## config.mk

```make
export PLATFORM = sky130hd
export DESIGN_NAME = mm_writeback
export DESIGN_NICKNAME = d
export VERILOG_FILES = /design/src/rtl/mm_pkg.sv /design/src/rtl/sync_fifo.sv /design/src/rtl/mm_writeback.sv
export SDC_FILE = /design/constraint.sdc
export NUM_CORES = 2
export LEC_CHECK = 0
export ABC_AREA = 1
export BUFFER_PORTS_ARGS = -buffer_cell sky130_fd_sc_hd__buf_4
export CORE_MARGIN = 2
export CORE_UTILIZATION = 25
export CTS_BUF_LIST = sky130_fd_sc_hd__clkbuf_2
export DETAILED_ROUTE_END_ITERATION = 12
export HOLD_SLACK_MARGIN = 0.08
export PLACE_DENSITY_LB_ADDON = 0.2
export SYNTH_ARGS = -nofsm -noshare
export SYNTH_HDL_FRONTEND = slang
export SYNTH_SLANG_ARGS = --single-unit
```

## constraint.sdc

```tcl
create_clock -name clk -period 29.2 [get_ports clk]
set_clock_uncertainty 0.05 [all_clocks]
set_input_delay 1.46 -clock clk [delete_from_list [all_inputs] [get_ports clk]]
set_output_delay 1.46 -clock clk [all_outputs]
set_load 0.02 [all_outputs]
```

## src/rtl/mm_pkg.sv

```systemverilog
// Shared widths and writeback FSM state type for the matrix-multiply output path.
package mm_pkg;

    localparam int unsigned ADDR_W  = 11;
    localparam int unsigned DATA_W  = 512;
    localparam int unsigned LANE_W  = 32;
    localparam int unsigned CNT_W   = 16;
    localparam int unsigned ENTRY_W = ADDR_W + DATA_W;

    typedef enum logic [1:0] {
        StIdle,
        StRun,
        StDrain,
        StDone
    } wb_state_e;

endpackage

```

## src/rtl/sync_fifo.sv

```systemverilog
// Single-clock FIFO with wrap-bit pointers; head entry is read combinationally.
module sync_fifo #(
    parameter int unsigned DEPTH = 4,
    parameter int unsigned WIDTH = 8
) (
    input  logic             clk,
    input  logic             rstn,
    input  logic             push,
    input  logic [WIDTH-1:0] wdata,
    input  logic             pop,
    output logic [WIDTH-1:0] rdata,
    output logic             full,
    output logic             empty
);

    localparam int unsigned PTR_W = (DEPTH > 1) ? $clog2(DEPTH) : 1;

    logic [WIDTH-1:0] mem_q [DEPTH];
    logic [PTR_W:0]   wr_ptr_q;
    logic [PTR_W:0]   rd_ptr_q;

    // Same index with differing wrap bits means every slot is occupied.
    assign empty = (wr_ptr_q == rd_ptr_q);
    assign full  = (wr_ptr_q[PTR_W] != rd_ptr_q[PTR_W]) &&
                   (wr_ptr_q[PTR_W-1:0] == rd_ptr_q[PTR_W-1:0]);
    assign rdata = mem_q[rd_ptr_q[PTR_W-1:0]];

    always_ff @(posedge clk or negedge rstn) begin
        if (!rstn) begin
            wr_ptr_q <= '0;
            rd_ptr_q <= '0;
        end else begin
            if (push) begin
                wr_ptr_q <= wr_ptr_q + (PTR_W + 1)'(1);
            end
            if (pop) begin
                rd_ptr_q <= rd_ptr_q + (PTR_W + 1)'(1);
            end
        end
    end

    always_ff @(posedge clk) begin
        if (push) begin
            mem_q[wr_ptr_q[PTR_W-1:0]] <= wdata;
        end
    end

endmodule

```

## src/rtl/mm_writeback.sv

```systemverilog
// Writeback stage: applies optional lane ReLU to result words and streams them into
// the output buffer through a skid FIFO, counting words until the job completes.
module mm_writeback
    import mm_pkg::*;
#(
    parameter int unsigned FIFO_DEPTH = 4,
    parameter int unsigned LANES      = 16
) (
    input  logic              clk,
    input  logic              rstn,
    input  logic              start_valid,
    input  logic              relu_en,
    input  logic [CNT_W-1:0]  expected_count,
    input  logic              in_addr_valid,
    input  logic [ADDR_W-1:0] in_addr,
    input  logic              in_data_valid,
    input  logic [DATA_W-1:0] in_data,
    output logic              buf_wr_en,
    output logic [ADDR_W-1:0] buf_wr_addr,
    output logic [DATA_W-1:0] buf_wr_data,
    input  logic              buf_wr_ready,
    output logic              done,
    output logic              overflow,
    output logic              protocol_err
);

    wb_state_e          state_q;
    logic               relu_q;
    logic [CNT_W-1:0]   expected_q;
    logic [CNT_W-1:0]   count_q;
    logic [CNT_W-1:0]   count_d;
    logic               overflow_q;
    logic               protocol_err_q;

    logic               in_run;
    logic               word_in;
    logic               push;
    logic               pop;
    logic               fifo_full;
    logic               fifo_empty;
    logic [DATA_W-1:0]  relu_data;
    logic [ENTRY_W-1:0] fifo_wdata;
    logic [ENTRY_W-1:0] fifo_rdata;

    for (genvar i = 0; i < LANES; i++) begin : g_lane
        logic [LANE_W-1:0] lane;
        assign lane = in_data[i*LANE_W +: LANE_W];
        assign relu_data[i*LANE_W +: LANE_W] = (relu_q && lane[LANE_W-1]) ? '0 : lane;
    end

    assign in_run  = (state_q == StRun);
    // The count guard only matters for a zero-length job, whose single RUN cycle takes nothing.
    assign word_in = in_run && in_data_valid && in_addr_valid && (count_q != expected_q);
    assign pop     = buf_wr_en && buf_wr_ready;
    assign push    = word_in && (!fifo_full || pop);
    assign count_d = push ? count_q + CNT_W'(1) : count_q;

    assign fifo_wdata = {in_addr, relu_data};

    sync_fifo #(
        .DEPTH (FIFO_DEPTH),
        .WIDTH (ENTRY_W)
    ) u_fifo (
        .clk   (clk),
        .rstn  (rstn),
        .push  (push),
        .wdata (fifo_wdata),
        .pop   (pop),
        .rdata (fifo_rdata),
        .full  (fifo_full),
        .empty (fifo_empty)
    );

    // Stale storage is masked so the bus reads zero whenever nothing is pending.
    assign buf_wr_en    = !fifo_empty;
    assign buf_wr_addr  = fifo_empty ? '0 : fifo_rdata[ENTRY_W-1 -: ADDR_W];
    assign buf_wr_data  = fifo_empty ? '0 : fifo_rdata[DATA_W-1:0];
    assign done         = (state_q == StDrain) && fifo_empty;
    assign overflow     = overflow_q;
    assign protocol_err = protocol_err_q;

    always_ff @(posedge clk or negedge rstn) begin
        if (!rstn) begin
            state_q        <= StIdle;
            relu_q         <= 1'b0;
            expected_q     <= '0;
            count_q        <= '0;
            overflow_q     <= 1'b0;
            protocol_err_q <= 1'b0;
        end else begin
            unique case (state_q)
                StIdle: begin
                    if (start_valid) begin
                        state_q        <= StRun;
                        relu_q         <= relu_en;
                        expected_q     <= expected_count;
                        count_q        <= '0;
                        overflow_q     <= 1'b0;
                        protocol_err_q <= 1'b0;
                    end
                end
                StRun: begin
                    count_q <= count_d;
                    if (in_data_valid && !in_addr_valid) begin
                        protocol_err_q <= 1'b1;
                    end
                    if (word_in && !push) begin
                        overflow_q <= 1'b1;
                    end
                    if (count_d == expected_q) begin
                        state_q <= StDrain;
                    end
                end
                StDrain: begin
                    if (fifo_empty) begin
                        state_q <= StDone;
                    end
                end
                StDone: begin
                    state_q <= StIdle;
                end
                default: begin
                    state_q <= StIdle;
                end
            endcase
        end
    end

endmodule

```

== Word level (Yosys, flattened, before mapping) ==
Memories as Yosys holds them, arrays and structs flattened.
Index checks and enable logic that the tools add are counted.
W data, S select, Z words.
Storage, ports and cells
  register bits after elaboration: 43
  RAM bits: 2092
  bits of input ports: 546
  output and inout bits: 527
  logic and storage cells: 94
  memories: 1
Operators by class
  add/subtract/negate cells: 3
  equal/unequal tests: 13
  muxes and demuxes: 32
  reductions and logical operators: 37
Memory list
  u_fifo.mem_q: depth 4, width 523, rd ports 1, clocked after memory_dff 0, wr ports 1, RTL line sync_fifo.sv:18  | logic [WIDTH-1:0] mem_q [DEPTH];
Operators by type and width (number)
  $mux W32: 16
  $mux W512: 1
  $mux W16: 2
  $pmux W16 S2: 1
  $logic_and A1 B1 Y1: 25
  $add A16 B1 Y16 const B: 1
  $eq A16 B16 Y1: 1
  $ne A16 B16 Y1: 1
  $mux W11: 1
  $reduce_and A3 Y1: 3
  $pmux W2 S4: 1
  $add A3 B1 Y3 const B: 2
  $mux W2: 3
  $ne A2 B1 Y1 const B: 3
  $mux W1: 5
  $eq A2 B2 Y1 const B: 2
  $logic_not A1 Y1: 4
  $ne A2 B2 Y1 const B: 2
  $pmux W1 S2: 2
  $reduce_and A2 Y1: 2
  $eq A3 B3 Y1: 1
  $eq A2 B1 Y1 const B: 1
  $eq A2 B2 Y1: 1
  $logic_not A2 Y1: 1
  3 further kinds: 3

== Depth between registers and ports, before layout ==
  depth in word-level cells: 9
  depth in mapped cells: 20
  mapped depth without buffers: 20

== Hierarchy ==
From an unflattened synthesis, not the netlist that was laid out.
Unflattened totals
  cell total of the unflattened synthesis: 8751
  area total of the unflattened synthesis: 93820.0 um^2
Modules (own cells, without submodules)
  sync_fifo: instances 1, cells each 6144, area each 82900.8 um^2, seq. area each 62970.4 um^2
  mm_writeback: instances 1, cells each 2607, area each 10919.2 um^2, seq. area each 925.9 um^2

== Worst setup path before layout ==
Ideal clock, no wire load.
  path kind: input to register
  from: in in_addr_valid
  to: mem u_fifo.mem_q[3][0] (netlist name) (enable)
  setup time: 1.427 ns
  data arrival time: 23.691 ns
  required time: 27.723 ns
  path slack: 4.031 ns
  cell stages on the path: 4
  buffers on the path: 0
  cells stage by stage: nand2_1 nor2_2 nand3_2 nor2_1
Between the ends
  word-level cells in the longest chain between the ends: 5
RTL lines
  start: declaration: RTL line mm_writeback.sv:14  | input logic in_addr_valid,
  $logic_and A1 B1 Y1 (2 in a row): RTL line mm_writeback.sv:53  | assign word_in = in_run && in_data_valid && in_addr_valid && (count_q != expected_q);
  $logic_and A1 B1 Y1: RTL line mm_writeback.sv:55  | assign push = word_in && (!fifo_full || pop);
  $mux W1: RTL line sync_fifo.sv:43  | if (push) begin
  $mux W1 (not written as such): RTL line sync_fifo.sv:44  | mem_q[wr_ptr_q[PTR_W-1:0]] <= wdata;
  end: declaration: RTL line sync_fifo.sv:18
Every way passes these cells.

== Final worst setup path ==
  from: reg u_fifo.rd_ptr_q[0]
  to: out buf_wr_data[437]
Between the ends
  word-level cells in the longest chain between the ends: 2
  elaborated cells on any way between the ends: 3
  those cells by class: eq/ne (1); mux (1); memory (1)
RTL lines
  start: declaration: RTL line sync_fifo.sv:20  | logic [PTR_W:0] rd_ptr_q;
  start signal: assignment: RTL line sync_fifo.sv:37  | rd_ptr_q <= rd_ptr_q + (PTR_W + 1)'(1);
  $mem_v2 Z4 W523 or $eq A3 B3 Y1 (tied branches)
  $mux W512 *: RTL line mm_writeback.sv:77  | assign buf_wr_data = fifo_empty ? '0 : fifo_rdata[DATA_W-1:0];
  end: declaration: RTL line mm_writeback.sv:20  | output logic [DATA_W-1:0] buf_wr_data,
Mark *: on every way between the ends. The rest lies on a longest branch, timed or not.

==> results by group <==
Status
  • Outcome: complete, no violations

Synthesis
  • Sequential share of the synthesized area: between 70 and 80%
  • Post-Syn Instances: ~7,700
  • Share of the synthesized area in the top cell type: a little under three quarters
  • YS warnings: 0
  • Top cells by area, synth: edfxtp_1 (72%), nor2_1 (6.9%), o21ai_0 (6.0%)
  • Post-synthesis cell area: approximately 88,000 um2
  • Synth unique cells: 30
  • Synth Net Count: 8,266
  • Post-synth top area cell: edfxtp_1
  • Syn avg cell area: ~11 um2
  • Synth Register Bits: 2,135

Global route
  • Initial antenna violation count: 28
  • Met2 Resource Use GR: between 20 and 30%
  • Gr ovfl total: 0
  • Vias in the first global route: approximately 67,000
  • M3 GR Usage: between 3 and 4%
  • First-pass GRT wire length: 437,000 um
  • Met1 Use GR: between 20% and 30%
  • GRT Total Usage: 16.3%
  • Largest net degree at the start of global routing: about 220
  • Gr busiest metal: met2

Timing
  • Final period util: between 30% and 40%
  • Final Max Tran Viols: 0
  • Post-route setup TNS: 0 ns
  • Hold_ws: 0.446 ns
  • Fmax: 94.5 MHz
  • RSZ-0062 raised after global routing: no
  • Slew @ Worst Pin: roughly 1.4 ns
  • Final Hold Fails: 0
  • Min Tclk post-route: 10.58 ns
  • Setup ws final: 18.62 ns
  • Worst slew margin: approximately 8.3%
  • # setup viols final: 0

Clocking
  • CTS tree: yes
  • Max H-tree Level: 6
  • Clock buffer count from CTS: between 500 and 600
  • Worst skew pair latency: slightly below 2 ns
  • Clock buffer depth: 4
  • # clock sinks: 2,135
  • Reg clk slew, reported paths: roughly 0.08 ns
  • Root Driver: clkbuf_2
  • Post-CTS Setup Bufs: 0

Pwr
  • Max IR drop VDD: about 0.081 mV
  • Power per Cell Area: just under 100 nW/um2
  • Final Power: between 10,000 and 15,000 uW
  • Static Leak: approximately 0.047 uW

Floorplan
  • # rows: between 200 and 250
  • Starting Density: between 20% and 30%
  • Die area: 356,000 um2
  • Die X-Extent: roughly 600 um
  • Die span in y: 597 um
  • Core area: between 300,000 and 400,000 um2
  • I/O pins: ~1,100

Critical path
  • CP Class: reg2out
  • Crit-path max FO: 217
  • CP max stage delay: 0.79 ns
  • CP Buf/Inv Count: 9
  • CP delay by family, top: buffers and inverters
  • WP data required: 27.69 ns
  • Worst path cell trace: inv_8 -> buf_12 -> buf_4 -> buf_4 -> buf_4 -> buf_4 -> buf_4 -> o21ai_0 -> o22ai_1 -> nand2_1 -> inv_1 -> buf_4
  • CP endpoint kind: primary output
  • Slowest cell on crit path: buf_4
  • CP Launch Type: flip-flop
  • Most used cell, CP: buf_4
  • Worst Path Arrival: 9.07 ns

Finish
  • Non-Filler Instances: 15,000
  • Share of cells above drive strength 1: approximately 21%
  • Area grow syn2layout: 31.9%
  • Fin nets: 10,500

Place
  • Routability cong.: 0.815
  • Placed insts: between 10,000 and 15,000
  • Place WS: just over 20 ns
  • Detailed placement HPWL: 182,000 um
  • Input/output buffers: roughly 1,100

Routing
  • Final antenna-violating net count: 0
  • DR DRC count: 0
  • Routed vias: approximately 67,000
  • Vias/cell: between 4 and 5
  • Router iterations before antenna repair: 5
  • Initial DRC Count: about 4,200
  • Total Wirelength: ~300,000 um
  • Wire per inst: between 20 and 25 um

Job
  • Max-cap violation count: 0

Hold path
  • Worst min-delay path category: reg2reg
-- cells in the mapped netlist --
master and n:
or2_2 1, nand2_1 661, clkinv_1 2, nand3_1 26, o22ai_1 532, o21ai_0 1061
nor2_1 1610, nand4_1 13, nor3_1 2, mux2_2 1, nand2_4 1, nand3b_1 2
o21ai_1 1, nor2_4 1, buf_1 16, ha_1 10, a21boi_0 1, nor3_2 1
buf_6 2, clkbuf_1 444, dfrtp_1 43, inv_2 18, nand3_2 4, nor2_2 4
inv_1 1112, a21oi_1 24, edfxtp_1 2092, buf_2 4, nand2_2 7, xor2_1 14
-- sequential cells by signal, summed over array words and instances, names as in the netlist --
signal / count
u_fifo.wr_ptr_q: 3
state_q: 2
overflow: 1
relu_q: 1
expected_q: 16
u_fifo.mem_q: 2092
protocol_err: 1
u_fifo.rd_ptr_q: 3
count_q: 16
-- cells by family (layout without fill, tap and decap cells) --
| kind of cell | count (synthesis) | count (layout) | synth area share, % |
|---|---|---|---|
| flip-flops | 2135 | 2135 | 72.7 |
| AO/OA/AOI/OAI | 1619 | 1619 | 9.98 |
| buffers and inverters | 1598 | 4285 | 6.85 |
| XOR/XNOR | 14 | 14 | 0.140 |
| adder cells (fa/ha/maj) | 10 | 10 | 0.142 |
| multiplexers | 1 | 1 | 0.0128 |
| other | 0 | 18 | 0 |
| AND/OR/NAND/NOR | 2333 | 2333 | 10.1 |
-- report_power, final --
part,leakage [uW],internal (uW),switching (uW)
Combinational,0.0235,1710,3840
Clock,0.00411,895,1290
Sequential,0.0195,3660,84.8
-- worst reg2reg max path: cells and delay by family, from the launching register on --
kind                   cells  cell delay (ns)
and+or+nand+nor            6             1.02
DFF                        1             0.80
buffers and inverters      7             5.54
-- layout make-up --
type	count	area [um2]
Inverter	1132	4270
Antenna cell	18	45.0
Fill cell	35700	234000
Multi-Input combinational cell	3977	18000
Clock inverter	157	1060
Sequential cell	2135	63900
Tap cell	4599	5750
Clock buffer	867	4340
Timing Repair Buffer	2129	18500
-- layer usage --
layer  vias to the layer above  wire [um]
li1                      31000          -
met1                     32800     133000
met2                      2362     138000
met3                       488      21800
met4                        16      10300
met5                         -        115
-- cell usage in the layout (no fill, tap or decap), drive strengths merged, types with 30 or more instances in the layout --
| cell type | synthesis | layout |
|---|---|---|
| edfxtp | 2092 | 2092 |
| o21ai | 1062 | 1062 |
| dlygate4sd3 | 0 | 959 |
| dfrtp | 43 | 43 |
| clkinv | 2 | 117 |
| nand2 | 669 | 669 |
| buf | 22 | 1170 |
| nand3 | 30 | 30 |
| nor2 | 1615 | 1615 |
| inv | 1130 | 1155 |
| o22ai | 532 | 532 |
| clkbuf | 444 | 867 |
-- stage by stage --
step,instance area (um2),util [%]
2_1_floorplan,87900,-
3_3_place_gp,101000,28.8
3_5_place_dp,101000,28.8
4_1_cts,116000,33.1
5_1_grt,116000,33.1
6_report,116000,33.1
-- worst paths after layout --
| check | depth (start not counted) | startpoint | to | slack (ns) |
|---|---|---|---|---|
| max in group asynchronous | 5 | rstn | u_fifo.rd_ptr_q[0] | 27.70 |
| setup / recovery | 12 | u_fifo.rd_ptr_q[0] | buf_wr_data[437] | 18.62 |
| setup reg to reg | 13 | u_fifo.rd_ptr_q[1] | u_fifo.mem_q[0][301] | 21.30 |
| hold reg to reg | 1 | u_fifo.wr_ptr_q[2] | u_fifo.wr_ptr_q[2] | 0.45 |
| min in group asynchronous | 5 | rstn | protocol_err | 1.07 |
| hold / removal | 1 | u_fifo.wr_ptr_q[2] | u_fifo.wr_ptr_q[2] | 0.45 |
-- what timing repair did --
item | in CTS | in global routing
hold buffers | 960 | 0
endpoints found under the hold margin | 2177 | 0
resized for setup | 0 | 0
Power figures use the tool's default switching activity.
